$ cat src/rtl/apb_tone_seq.sv
// apb_tone_seq: APB-programmed note FIFO sequencer driving a square-wave buzzer
// Ports:
//   i_pclk, i_preset          clock and synchronous active-high reset
//   i_psel, i_penable,        APB slave request; i_paddr[3:2] selects
//   i_pwrite, i_paddr,          CTRL (0x0), NOTE (0x4), STATUS (0x8), 0xC reserved
//   i_pwdata
//   o_prdata, o_pready        combinational read data, zero-wait-state ready
//   o_buzzer_tone             registered square-wave tone
//   o_irq                     level interrupt, IRQ_EN & PEND
module apb_tone_seq #(
    parameter int CLK_HZ     = 100_000_000,
    parameter int TICK_HZ    = 100_000,
    parameter int FIFO_DEPTH = 8
) (
    input  logic        i_pclk,
    input  logic        i_preset,
    input  logic [3:0]  i_paddr,
    input  logic [31:0] i_pwdata,
    input  logic        i_pwrite,
    input  logic        i_penable,
    input  logic        i_psel,
    output logic [31:0] o_prdata,
    output logic        o_pready,
    output logic        o_buzzer_tone,
    output logic        o_irq
);
    localparam int DIV = CLK_HZ / TICK_HZ;
    localparam int TPM = TICK_HZ / 1000;
    localparam int AW  = $clog2(FIFO_DEPTH);
    localparam int PW  = $clog2(DIV + 1);
    localparam int TW  = $clog2(TPM + 1);

    typedef enum logic [1:0] {S_IDLE, S_LOAD, S_PLAY} state_t;

    state_t        r_state, w_state_n;
    logic [31:0]   r_mem [FIFO_DEPTH];
    logic [AW-1:0] r_wp, r_rp;
    logic [AW:0]   r_cnt;
    logic          r_en, r_irq_en, r_pend, r_ovf, r_buzz;
    logic [PW-1:0] r_pre;
    logic [TW-1:0] r_tk;
    logic [15:0]   r_half, r_tone, r_dur;
    logic          w_wr, w_wr_ctrl, w_wr_note, w_wr_stat, w_clr, w_en_n, w_stop;
    logic          w_empty, w_full, w_push, w_pop, w_drop;
    logic          w_tick, w_ms, w_done, w_avail, w_set_pend, w_toggle;
    logic [31:0]   w_head;
    logic [7:0]    w_cnt8;
    logic          w_unused;

    assign o_pready  = i_psel & i_penable;
    assign w_wr      = o_pready & i_pwrite;
    assign w_wr_ctrl = w_wr & (i_paddr[3:2] == 2'd0);
    assign w_wr_note = w_wr & (i_paddr[3:2] == 2'd1);
    assign w_wr_stat = w_wr & (i_paddr[3:2] == 2'd2);
    assign w_unused  = ^i_paddr[1:0];

    // A CTRL write that clears EN or pulses CLR stops playback at the same edge
    assign w_clr   = w_wr_ctrl & i_pwdata[1];
    assign w_en_n  = w_wr_ctrl ? i_pwdata[0] : r_en;
    assign w_stop  = w_clr | !w_en_n;

    assign w_empty = r_cnt == '0;
    assign w_full  = r_cnt == (AW+1)'(FIFO_DEPTH);
    assign w_pop   = (r_state == S_LOAD) & !w_clr;
    // A slot freed by a same-cycle pop lets a push into a full FIFO through
    assign w_push  = w_wr_note & (!w_full | w_pop);
    assign w_drop  = w_wr_note & w_full & !w_pop;
    assign w_head  = r_mem[r_rp];
    assign w_avail = r_en & !w_empty;

    // Prescaler only runs in PLAY, so PLAY length is exactly DUR ms strobes
    assign w_tick   = (r_state == S_PLAY) & (r_pre == PW'(DIV - 1));
    assign w_ms     = w_tick & (r_tk == TW'(TPM - 1));
    assign w_done   = w_ms & (r_dur == 16'd1);
    assign w_toggle = w_tick & (r_half != 16'd0) & (r_tone == r_half - 16'd1);

    assign o_buzzer_tone = r_buzz;
    assign o_irq         = r_irq_en & r_pend;
    assign w_cnt8        = 8'(r_cnt);
    assign o_prdata = !(i_psel & !i_pwrite) ? 32'd0 :
                      (i_paddr[3:2] == 2'd0) ? {29'd0, r_irq_en, 1'b0, r_en} :
                      (i_paddr[3:2] == 2'd2) ? {16'd0, w_cnt8, 3'd0, r_ovf, r_pend, w_empty, w_full, r_state != S_IDLE} :
                      32'd0;

    always_comb begin
        w_state_n  = r_state;
        w_set_pend = 1'b0;
        case (r_state)
            S_IDLE:  w_state_n = w_avail ? S_LOAD : S_IDLE;
            S_LOAD:  w_state_n = S_PLAY;
            S_PLAY:  if (w_done) begin
                w_state_n  = w_avail ? S_LOAD : S_IDLE;
                w_set_pend = !w_avail;
            end
            default: w_state_n = S_IDLE;
        endcase
        if (w_stop) begin
            w_state_n  = S_IDLE;
            w_set_pend = 1'b0;
        end
    end

    always_ff @(posedge i_pclk) begin
        if (w_push) r_mem[r_wp] <= i_pwdata;
    end

    always_ff @(posedge i_pclk) begin
        if (i_preset) begin
            r_state  <= S_IDLE;
            r_en     <= 1'b0;
            r_irq_en <= 1'b0;
            r_pend   <= 1'b0;
            r_ovf    <= 1'b0;
            r_wp     <= '0;
            r_rp     <= '0;
            r_cnt    <= '0;
            r_pre    <= '0;
            r_tk     <= '0;
            r_half   <= '0;
            r_tone   <= '0;
            r_dur    <= '0;
            r_buzz   <= 1'b0;
        end else begin
            r_state <= w_state_n;
            if (w_wr_ctrl) begin
                r_en     <= i_pwdata[0];
                r_irq_en <= i_pwdata[2];
            end
            // Hardware set beats a coincident write-1-to-clear
            r_pend <= w_set_pend | (r_pend & !(w_wr_stat & i_pwdata[3]));
            r_ovf  <= w_drop | (r_ovf & !(w_wr_stat & i_pwdata[4]));
            if (w_clr) begin
                r_wp  <= '0;
                r_rp  <= '0;
                r_cnt <= '0;
            end else begin
                if (w_push) r_wp <= r_wp + AW'(1);
                if (w_pop) r_rp <= r_rp + AW'(1);
                r_cnt <= r_cnt + (AW+1)'(w_push) - (AW+1)'(w_pop);
            end
            r_pre <= (w_tick | (r_state != S_PLAY)) ? '0 : r_pre + PW'(1);
            if (r_state != S_PLAY) r_tk <= '0;
            else if (w_tick) r_tk <= w_ms ? '0 : r_tk + TW'(1);
            if (r_state == S_LOAD) begin
                r_half <= w_head[15:0];
                r_dur  <= (w_head[31:16] == 16'd0) ? 16'd1 : w_head[31:16];
                r_tone <= '0;
            end else begin
                if (w_tick & (r_half != 16'd0)) r_tone <= w_toggle ? '0 : r_tone + 16'd1;
                if (w_ms) r_dur <= r_dur - 16'd1;
            end
            r_buzz <= (w_state_n == S_PLAY) & (r_buzz ^ w_toggle);
        end
    end
endmodule

$ cat config.mk
export PLATFORM = sky130hd
export DESIGN_NAME = apb_tone_seq
export DESIGN_NICKNAME = d
export VERILOG_FILES = /design/src/rtl/apb_tone_seq.sv
export SDC_FILE = /design/constraint.sdc
export NUM_CORES = 1
export LEC_CHECK = 0
export CORE_MARGIN = 8
export CORE_UTILIZATION = 45
export DETAILED_ROUTE_END_ITERATION = 8
export HOLD_SLACK_MARGIN = 0.06
export PLACE_DENSITY_LB_ADDON = 0.08
export SLEW_MARGIN = 20
export SYNTH_ARGS = -nofsm -noshare
export SYNTH_HDL_FRONTEND = slang
export SYNTH_SLANG_ARGS = --single-unit
export TNS_END_PERCENT = 30
$ cat constraint.sdc
create_clock -name i_pclk -period 12.1 [get_ports i_pclk]
set_input_delay 1.21 -clock i_pclk [delete_from_list [all_inputs] [get_ports i_pclk]]
set_output_delay 1.21 -clock i_pclk [all_outputs]
set_load 0.005 [all_outputs]
Word-level counts from Yosys, hierarchy flattened
Memories as Yosys holds them, arrays and structs flattened. A register that Yosys moved wholly into a read port is not among the register bits.
Cells that the tools add are included.
- flip-flop bits (word level): 82
- bits in writable memories: 256
- input bits: 41
- output and inout port bits: 35
- logic and storage cells: 104
- memories kept: 1
- add/subtract/negate cells: 9
- equal/unequal tests: 11
- mux-type cells: 20
- bitwise operators: 29
- reductions and logical operators: 20
- memories (name ; words ; bits a word ; read ports ; clocked after memory_dff ; write ports ; line ; source):
    r_mem ; 8 ; 32 ; 1 ; 1 ; 1 ; 36 ; logic [31:0] r_mem [FIFO_DEPTH];
- operator list (kind ; count):
    2-to-1 mux 16 bit ; 4
    2-to-1 mux 12 bit ; 3
    subtractor 16 x 1 -> 16 bit (second input constant) ; 2
    AND 1 bit ; 23
    adder 16 x 1 -> 16 bit (second input constant) ; 1
    equality test 16 x 1 -> 1 bit (second input constant) ; 1
    equality test 16 bit ; 1
    zero test 16 bit ; 1
    nonzero test 16 bit ; 1
    adder 10 x 1 -> 10 bit (second input constant) ; 1
    equality test 10 bit (second input constant) ; 1
    zero test 1 bit ; 9
    OR reduction 2 bit ; 4
    adder 7 x 1 -> 7 bit (second input constant) ; 1
    equality test 7 bit (second input constant) ; 1
    2-to-1 mux 1 bit ; 7
    2-to-1 mux 7 bit ; 1
    adder 3 x 1 -> 3 bit (second input constant) ; 2
    equality test 2 bit (second input constant) ; 3
    2-to-1 mux 3 bit ; 2
    one-hot mux 2 bit (3 select lines) ; 1
    OR 1 bit ; 5
    adder 4 x 1 -> 4 bit ; 1
    equality test 2 x 1 -> 1 bit (second input constant) ; 2
    8 further kinds ; 11

Logic depth before layout (Yosys ltp)
- depth in word-level cells: 10
- gate-level depth with buffers: 11
- mapped depth without buffers: 10

Worst setup path after synthesis
No wires, ideal clock.
- path type: input to register
- start point: in i_paddr[3]
- end point: mem r_mem[0][0], enable pin
- library setup time: 0.501 ns
- arrival time: 5.037 ns
- required time: 11.599 ns
- path slack: 6.561 ns
- stages on the path: 6
- buffers on the path: 1
- cells stage by stage: clkbuf_1 nor3_1 a21o_1 nand2_1 nand2_1 nor4_1
- word-level cells in the longest chain between the ends: 9
- elaborated cells on any way between the ends: 11
- those cells by class: 1 x eq/ne; 2 x mux; 6 x bitwise; 2 x reduce/logical
- RTL lines (item ; line ; source):
    start: declaration ; 17 ; input logic [3:0] i_paddr,
    zero test 2 bit ; 52 ; assign w_wr_ctrl = w_wr & (i_paddr[3:2] == 2'd0);
    AND 1 bit ; 52 ;
    AND 1 bit ; 58 ; assign w_clr = w_wr_ctrl & i_pwdata[1];
    zero test 1 bit ; 64 ; assign w_pop = (r_state == S_LOAD) & !w_clr;
    AND 1 bit ; 64 ;
    OR 1 bit ; 66 ; assign w_push = w_wr_note & (!w_full | w_pop);
    AND 1 bit * ; 66 ;
    2-to-1 mux 1 bit * ; 104 ; if (w_push) r_mem[r_wp] <= i_pwdata;
    2-to-1 mux 1 bit (not written as such) * ; 104 ;
    end: declaration ; 36 ;
Mark *: on every way between the ends. The rest lies on a longest branch, timed or not.

Worst setup path in the final report
- start point: in i_paddr[3]
- end point: out o_prdata[1]
- word-level cells in the longest chain between the ends: 4
- elaborated cells on any way between the ends: 5
- those cells by class: 1 x eq/ne; 3 x mux; 1 x reduce/logical
- RTL lines (item ; line ; source):
    equality test 2 bit ; 82 ; (i_paddr[3:2] == 2'd2) ? {16'd0, w_cnt8, 3'd0, r_ovf, r_pend, w_empty, w_full, r_state != S_IDLE} :
    2-to-1 mux 12 bit ; 82 ;
    2-to-1 mux 12 bit * ; 81 ; (i_paddr[3:2] == 2'd0) ? {29'd0, r_irq_en, 1'b0, r_en} :
    2-to-1 mux 12 bit * ; 80 ; assign o_prdata = !(i_psel & !i_pwrite) ? 32'd0 :
    end: declaration ; 22 ; output logic [31:0] o_prdata,
Marked as above.

==> results.py <==
metrics = {
    "clock_network": {
        "clock-sinks": 341,
        "cts.htree.levels": 2,
        "clkTransAtPathRegs_ns": 0.05,
        "post_cts_buffers": 0,
        "cts_buffers": 38,
        "clockBufferDepth": 3,
        "ctsHoldBuffers": 0,
        "ctsResizeCount": 0,
        "clock_latency_ns": 0.53,
        "cts_tree": "built",
        "ctsRootBufferMaster": "clkbuf_16",
    },
    "global_routing": {
        "grt_pass1_vias": 8055,
        "grt_max_degree": 60,
        "grt_pass1_wl_um": 46400,
        "gr-total-overflow": 0,
        "antenna_found_initial": 0,
        "grt_usage": 0.155,
    },
    "worst_setup_path": {
        "endpoint_kind": "primary output",
        "crit_path_frequent_cell": "clkdlybuf4s50_1",
        "path_cells": "clkdlybuf4s50_1 -> and3_1 -> and2_1 -> clkdlybuf4s50_1",
        "critPathKind": "in -> out",
        "slowest_delay_ns": 0.64,
        "cp_slowest_cell": "clkdlybuf4s50_1",
        "crit_arrival_ns": 2.85,
        "reg2reg_depth": 8,
        "start_kind": "input port",
        "worstPathMaxFanout": 9,
        "cp.required_ns": 10.89,
        "reg2reg_slack_ns": 8.82,
    },
    "timing": {
        "tns_ns": 0,
        "skew_ns": 0.0136,
        "fmax_ghz": 0.247,
        "tightestPinTransition_ns": 0.925,
        "hold_viol": 0,
        "drv_slew": 0,
        "period_share": 0.335,
        "layout_min_cycle_time_ns": 4.06,
        "finalSetupViolCount": 0,
        "maxSlewHeadroom": 0.383,
        "rsz0062_at_grt": "false",
    },
    "yosys": {
        "synth_seq_cells": 341,
        "synthCells": 952,
        "synth_top_area_share": 0.539,
        "yosysWarnings": 0,
        "syn_area_per_cell_um2": 15.0,
        "synth.area.top_cells": "edfxtp_1, dfxtp_1, mux4_2",
        "synth_ff_type": "edfxtp_1",
        "synthDistinctLibCells": 62,
        "yosysSeqAreaShare": 0.658,
        "synthesis.area_mm2": 0.0143,
        "yosys.area.top_type": "edfxtp_1",
        "synth_edf_count": 256,
        "synthArstFlopShare": 0,
    },
    "place": {
        "gp_congestion": 0.748,
        "post-dp-hpwl_um": 17200,
        "port_buffers": 50,
        "dp.cells": 1378,
    },
    "die": {
        "row_count": 65,
        "core_area_mm2": 0.0314,
        "start_util": 0.455,
        "design.die.area_mm2": 0.0377,
        "die_y_um": 194,
        "io_pins": 76,
        "dieWidth_um": 194,
    },
    "drt": {
        "num_vias": 7781,
        "detail_route.wl_per_cell_um": 20.2,
        "drtAntennaViolNets": 0,
        "drt_iter0_markers": 361,
        "drt_first_pass_iters": 5,
        "vias_per_cell": 5.37,
        "drcViolationCount": 0,
        "routed_wl_um": 29300,
    },
    "run": {
        "cap_viol_max_count": 0,
    },
    "cells_and_area": {
        "nets": 1072,
        "utilization": 0.520,
        "antenna_cells": 0,
        "instances_no_fill": 1448,
        "drive_above_1_share": 0.145,
        "syn_to_final_growth_pct": 14.5,
    },
    "power": {
        "peakVddDrop_mv": 0.137,
        "power_density_mw_per_mm2": 145,
        "p_leak_nw": 5.33,
        "power.total_mw": 2.37,
    },
    "worst_hold_path": {
        "holdPathStages": 1,
        "hold_path.class": "reg -> reg",
    },
    "status": {
        "status": "complete, no violations",
    },
}
[final timing paths]
check	startpoint	to
setup / recovery	i_paddr[3]	o_prdata[1]
hold / removal	r_pre[0]	r_pre[0]
setup reg to reg	r_pre[0]	r_tone[1]
hold reg to reg	r_pre[0]	r_pre[0]
[Yosys cell counts, types with 13 or more instances]
cell	n
edfxtp_1	256
mux2i_1	28
nor2_1	96
nand3_1	18
a211oi_1	31
a21oi_1	13
nor4_1	14
nand2_1	56
inv_1	16
clkbuf_1	21
dfxtp_1	85
and2_1	16
xor2_1	27
xnor2_1	38
ha_1	14
buf_4	23
nor3_1	17
mux4_2	64
nand4_1	13
[where the power goes]
part / switching (mW) / internal (mW)
logic: 0.0236 / 0.0145
clock network: 0.450 / 0.622
registers: 0.000691 / 1.26
[flip-flops by register name, summed over array words and instances, names as in the netlist, 2 cells and up, named ones only]
signal	flops
r_mem	256
r_dur	16
r_half	16
r_tone	16
r_pre	10
r_tk	7
r_cnt	4
r_rp	3
r_wp	3
r_state	2
[routing by layer]
metal / routed length, µm / global-route usage / up-vias
li1: - / - / 3710
met2: 13400 / 0.246 / 150
met4: 672 / 0.0421 / 0
met5: 0 / 0 / -
met1: 14000 / 0.218 / 3872
met3: 1140 / 0.0272 / 49
[layout make-up]
cell class,instances,area [µm²]
Clock inverter,9,85.1
Inverter,17,63.8
Fill cell,2686,15100
Multi-Input combinational cell,556,4620
Timing Repair Buffer,62,586
Tap cell,402,503
Clock buffer,61,1090
Sequential cell,341,9390
[worst max-delay path: cells and delay by family]
family                 cells  cell delay [ns]
and+or+nand+nor            2             0.49
buffers and inverters      2             1.15
[cells in the final DEF (no fill, tap or decap), types with 4 or more instances in the layout]
cell             Yosys  final
edfxtp_1           256    256
nor2_1              96     94
dfxtp_1             85     83
mux4_2              64     64
nand2_1             56     56
clkdlybuf4s50_1      0     49
xnor2_1             38     38
clkbuf_16            0     38
a211oi_1            31     31
mux2i_1             28     28
xor2_1              27     27
conb_1               1     23
nand3_1             18     18
clkbuf_1            21     18
and2_1              16     16
inv_1               16     16
ha_1                14     14
nor4_1              14     13
nor3_1              17     13
a21oi_1             13     13
nand4_1             13     13
buf_4               23     12
nand2b_1             8      8
and3_1               7      7
o21ai_0              7      7
or3_1                6      6
nor3_2               1      5
clkbuf_8             0      5
nor2b_1              5      4
a311oi_1             4      4
clkinv_1             1      4
[metrics by stage]
stage / hold slack, ns / instance area, µm² / setup WS, ns
final: 0.446 / 16300 / 8.04
after global placement: 0.434 / 15200 / 7.65
after CTS: 0.450 / 16300 / 7.99
after detailed placement: 0.441 / 15200 / 7.67
after global routing: 0.493 / 16300 / 7.89
after floorplan: 0.418 / 14400 / 6.56
[kinds of logic (layout without fill, tap and decap cells)]
family	Yosys count	after routing	share of synthesized area
XOR/XNOR	65	65	0.0399
multiplexers	93	93	0.121
other	1	23	0.000263
AO/OA/AOI/OAI	78	78	0.0392
AND/OR/NAND/NOR	282	282	0.0994
buffers and inverters	77	149	0.0283
adder cells (fa/ha/maj)	15	15	0.0137
flip-flops	341	341	0.658
Note: power is estimated with default switching activity, not from simulation.
==> variant 1 (config.mk and constraints unchanged) <==
Make the reset (`i_preset`) asynchronous in one clocked block. Comments in the files are not updated.
--- a/src/rtl/apb_tone_seq.sv
+++ b/src/rtl/apb_tone_seq.sv
@@ -104,7 +104,7 @@
         if (w_push) r_mem[r_wp] <= i_pwdata;
     end
 
-    always_ff @(posedge i_pclk) begin
+    always_ff @(posedge i_pclk or posedge i_preset) begin
         if (i_preset) begin
             r_state  <= S_IDLE;
             r_en     <= 1'b0;
Check against the original RTL: differs if i_preset is asserted again (counterexample within 4 cycles, from zero or initial values and one cycle with i_preset high); with i_preset held inactive, the same outputs for 4 cycles.
==> variant 1 against the original RTL <==
- wire length grew 1.7%
- area after synthesis grew 1.8%
- design area grew 2.9%
- fmax grew 0.25%
- sequential cell count shrank 3
- worst setup slack gained 0.0099 ns
- non-clock buffer count grew 4
Power is not compared: it rests on default switching activity, and its combinational part moved more than twofold at a synthesized area within 25%.
==> variant 1: results (changes against the original RTL) <==
metric,value,unit,change
grt_max_degree,67,,+12%
hp-class,flop to flop,,
synth_area_leaders,"edfxtp_1 (53%), dfrtp_1 (14%), mux4_2 (9.9%)",,
dp.cells,1382,,+0.29%
wirelength,29760,um,+1.7%
yosysWarnings,0,,unchanged
critPathMaxFanout,10,,+1
drt-wirelength-per-cell,20.48,um,+1.3%
root_buffer,clkbuf_16,,
seq_area_frac_synth,0.6701,,+0.01227
avgSynthCellArea,15.30,um^2,+2.0%
dpl.hpwl,17200,um,about the same
synth_top_area_share,0.5289,,-0.009691
worst-r2r-setup-slack,8.75,ns,-0.07 ns
num_vias,7981,,+2.6%
ys.flop_type,edfxtp_1,,
grt_pass1_vias,8106,,+0.63%
cp-startpoint,i_paddr[3],,
ys_types,62,,unchanged
place.port_buffers,50,,unchanged
cts_buffers,39,,+2.6%
antenna_cells,0,,unchanged
synthTopCellsByCount,"edfxtp_1 (256), dfrtp_1 (82), nand2_1 (73)",,
drive_gt1_frac,0.1579,,+0.01258
cts_setup_buffers,0,,unchanged
grt_util_all_layers,0.1558,,+0.0007289
timing.rr.end,r_tone[13]$_DFFE_PP0P_,,
finalWeightedCongestion,0.8047,,+7.7%
layout.nets,1072,,unchanged
worstMarginPinSlew,1.058,ns,+0.1333 ns
max-clock-path-buffers,3,,unchanged
reg2reg_from,r_state[0]$_DFF_PP0_,,
antenna_found_initial,0,,unchanged
synthArstFlopShare,0.2426,,+0.2426
largest_reg_flops,256,,unchanged
crit_path_end,o_prdata[1],,
pre_cts_slack,7.504,ns,-0.1666 ns
p_leak,5.835,nW,
fin_skew,0.02769,ns,+0.01409 ns
ff2ff_path_depth,8,,unchanged
cts_max_level,2,,unchanged
dr.first_iter.drc_count,448,,+24%
cp.arrival,2.84,ns,about the same
fin_crit,4.046,ns,-0.009930 ns
run_status,"finished, final reports clean",,
grt_pass1_wl,47040,um,+1.3%
variant 1: how the worst min path moves through the flow:
stage | from | to | depth (start not counted)
after floorplan | r_pre[0]$_DFF_PP0_ | r_pre[0]$_DFF_PP0_ | 1
after global placement | r_pre[0]$_DFF_PP0_ | r_pre[0]$_DFF_PP0_ | 1
after detailed placement | r_pre[0]$_DFF_PP0_ | r_pre[0]$_DFF_PP0_ | 1
after CTS | r_pre[0]$_DFF_PP0_ | r_pre[0]$_DFF_PP0_ | 1
after global routing | r_pre[0]$_DFF_PP0_ | r_pre[0]$_DFF_PP0_ | 1
final | r_pre[0]$_DFF_PP0_ | r_pre[0]$_DFF_PP0_ | 1
variant 1: final cells by class:
class,instances,area [um^2]
clock inverter,26,312.8
multi-input combinational,554,4549
clock buffer,45,1008
timing repair buffer,66,620.6
inverter,16,61.31
fill,2681,15400
tap,408,510.5
sequential,338,9746
variant 1: worst max-delay path, cell delays in order:
cell             delay (ns)
clkdlybuf4s50_1        0.66
and3_1                 0.30
and3_1                 0.17
clkdlybuf4s50_1        0.50
variant 1: metrics by stage:
step | instance area [um^2] | hold slack (ns) | power (mW)
4_1_cts | 16800 | 0.4677 | 3.448
3_3_place_gp | 15480 | 0.4574 | 2.236
3_5_place_dp | 15480 | 0.4605 | 2.241
6_report | 16810 | 0.4649 | 3.398
2_1_floorplan | 14620 | 0.4329 | 2.037
5_1_grt | 16810 | 0.5248 | 3.571
variant 1: power by group:
part           internal (mW)  switching [mW]
Clock                  0.730           0.464
Combinational          0.383           0.359
Sequential              1.32           0.138
variant 1: per-layer routing:
metal	up-vias	track usage	routed length, um
met5	-	0	0
met4	0	0.04604	690
met3	51	0.02416	1086
met2	151	0.2391	13600
met1	4060	0.2274	14390
li1	3719	-	-
variant 1: cell families (layout without fill, tap and decap cells):
family                   Yosys count  after routing  share of synthesized area
XOR/XNOR                          52             52                    0.03134
adder cells (fa/ha/maj)           16             16                    0.01429
buffers and inverters             80            153                    0.02772
AND/OR/NAND/NOR                  278            278                    0.09453
other                              1             23                  0.0002580
AO/OA/AOI/OAI                     87             87                    0.03865
multiplexers                      98             98                     0.1231
flip-flops                       338            338                     0.6701
==> variant 2 (same flow settings) <==
Made on the original files. Set the parameter `CLK_HZ` to 200_000_000 (it was 100_000_000).
--- a/src/rtl/apb_tone_seq.sv
+++ b/src/rtl/apb_tone_seq.sv
@@ -8,7 +8,7 @@
 //   o_buzzer_tone             registered square-wave tone
 //   o_irq                     level interrupt, IRQ_EN & PEND
 module apb_tone_seq #(
-    parameter int CLK_HZ     = 100_000_000,
+    parameter int CLK_HZ     = 200_000_000,
     parameter int TICK_HZ    = 100_000,
     parameter int FIFO_DEPTH = 8
 ) (
Function: no difference found for any inputs over 4 cycles, from zero or initial values and one cycle with i_preset high; that may be too few to reach the edited logic, so the function may still have changed.
==> variant 2 against the original RTL <==
- register-to-register slack worse by 0.47 ns
- wire length rose by 1.4%
- critical path depth is 5 higher
- sequential share of layout area shrank 0.54 points
- power is 0.65% higher
- combinational power is 2% higher
- largest power group unchanged
- area after synthesis grew 1.0%
- sequential cell count up 1
- highest routed layer unchanged
- synthesized cell count is 1.7% higher
- clock skew down 0.0057 ns
- worst setup slack got worse by 0.13 ns
- design area increased by 1.2%
- die area up 0.94%
==> variant 2: results (changes against the original RTL) <==
metric,value,unit,change
met2_usage,0.2367,,-0.008999
layout.nets,1089,,+1.6%
cp.arrival,4.34,ns,+1.49 ns
finalWeightedCongestion,0.7539,,+0.86%
yosysWarnings,0,,unchanged
place.port_buffers,50,,unchanged
fin_skew,0.007926,ns,-0.005675 ns
dr.first_iter.drc_count,457,,+27%
wirelength,29680,um,+1.4%
grt_util_met1,0.2297,,+0.01175
seq_area_frac_synth,0.6526,,-0.005290
run_status,"finished, final reports clean",,
fin_crit,4.182,ns,+0.1258 ns
synth_area_leaders,"edfxtp_1 (53%), dfxtp_1 (12%), mux4_2 (10%)",,
max-clock-path-buffers,3,,unchanged
grt_max_degree,65,,+8.3%
clk_latency,0.52,ns,
cp-startpoint,i_paddr[3],,
reg2reg_from,r_state[1]$_SDFF_PP0_,,
via_per_inst,5.430,,+1.1%
grtUsageMet3,0.02837,,+0.001123
cpPeakStageDelay,0.69,ns,+0.05 ns
drive_gt1_frac,0.1500,,+0.004685
antenna_found_initial,0,,unchanged
largest_reg_flops,256,,unchanged
relSlewSlack,0.3510,,-0.03221
critPathMaxFanout,26,,+17
peakVddDrop,0.0001018,V,-26%
dpl.hpwl,17920,um,+4.3%
grt_util_all_layers,0.1557,,+0.0006437
p_leak,5.166,nW,-3.2%
cpMaxStageDelayCell,nor3_2,,
worst-r2r-setup-slack,8.35,ns,-0.47 ns
grt_pass1_vias,8044,,-0.14%
ff2ff_path_depth,8,,unchanged
clk_pin_slew,0.06,ns,
hp-class,flop to flop,,
cts_setup_buffers,0,,unchanged
cts_buffers,38,,unchanged
crit_path_end,r_mem[4][30]$_DFFE_PP_,,
place_area,0.01534,mm^2,+1.2%
first_pass_iters,5,,unchanged
synthTopCellsByCount,"edfxtp_1 (256), nor2_1 (100), dfxtp_1 (86)",,
crit_family,buffers and inverters,,
ys_types,66,,+6.5%
grt_pass1_wl,46840,um,+0.89%
timing.rr.end,r_mem[4][30]$_DFFE_PP_,,
==> variant 2: cell count changes in the layout (fill, tap and decap cells not counted), moves of 6 or more <==
cell and delta:
nand4_1 +9, and2_1 -7, xnor2_1 -6, nand2_1 -16, nor2b_1 +8
==> variant 2: cell families (layout without fill, tap and decap cells) <==
kind of cell / count (synthesis) / in the layout / synth area share
AOI/OAI and AO/OA: 86 / 86 / 0.04278
xor gates and xnor gates: 57 / 57 / 0.03462
adders and majority gates: 16 / 16 / 0.01440
buffers and inverters: 85 / 155 / 0.02942
DFF: 342 / 342 / 0.6526
muxes: 95 / 95 / 0.1217
other: 1 / 23 / 0.0002601
and+or+nand+nor: 286 / 286 / 0.1043
==> variant 2: area by class of cell <==
cell class	count	area (um^2)
clock buffer	57	1066
clock inverter	11	122.6
fill	2672	15020
inverter	21	78.83
multi-input combinational	563	4731
sequential	342	9415
tap	402	503.0
timing repair buffer	66	615.6
==> variant 2: worst min path at each step <==
stage | depth (start not counted) | startpoint | to | slack, ns
floorplan | 1 | r_pre[0]$_SDFF_PP0_ | r_pre[0]$_SDFF_PP0_ | 0.42
global placement | 1 | r_pre[0]$_SDFF_PP0_ | r_pre[0]$_SDFF_PP0_ | 0.43
detailed placement | 1 | r_pre[0]$_SDFF_PP0_ | r_pre[0]$_SDFF_PP0_ | 0.44
CTS | 1 | r_pre[0]$_SDFF_PP0_ | r_pre[0]$_SDFF_PP0_ | 0.48
global route | 1 | r_pre[0]$_SDFF_PP0_ | r_pre[0]$_SDFF_PP0_ | 0.49
finish | 1 | r_pre[0]$_SDFF_PP0_ | r_pre[0]$_SDFF_PP0_ | 0.46
==> variant 2: routing by layer <==
| metal | routed length (um) | up-vias |
|---|---|---|
| met5 | 0 | - |
| met4 | 475 | 0 |
| met3 | 1213 | 39 |
| met2 | 13150 | 151 |
| met1 | 14840 | 3950 |
| li1 | - | 3799 |
==> variant 2: stage by stage <==
step	instances	setup slack, ns
2_1_floorplan	990	6.925
3_3_place_gp	1394	7.375
3_5_place_dp	1394	7.373
4_1_cts	1462	7.908
5_1_grt	1462	7.719
6_report	1462	7.918
==> variant 2: worst register-to-register path, cell delays in order, from the launching register on <==
cell and delay [ns]:
dfxtp_1 0.37, nand2b_1 0.48, a31oi_1 0.47, nor2_1 0.12, nor3_1 0.26, buf_4 0.20, nand2_1 0.22, nor3_2 0.70
buf_4 0.56
==> variant 2: where the power goes <==
| group | leakage [nW] | internal (mW) | switching [mW] | total (mW) |
|---|---|---|---|---|
| Sequential | 3.00 | 1.26 | 0.000641 | 1.26 |
| Combinational | 1.59 | 0.0148 | 0.0240 | 0.0388 |
| Clock | 0.576 | 0.637 | 0.447 | 1.08 |
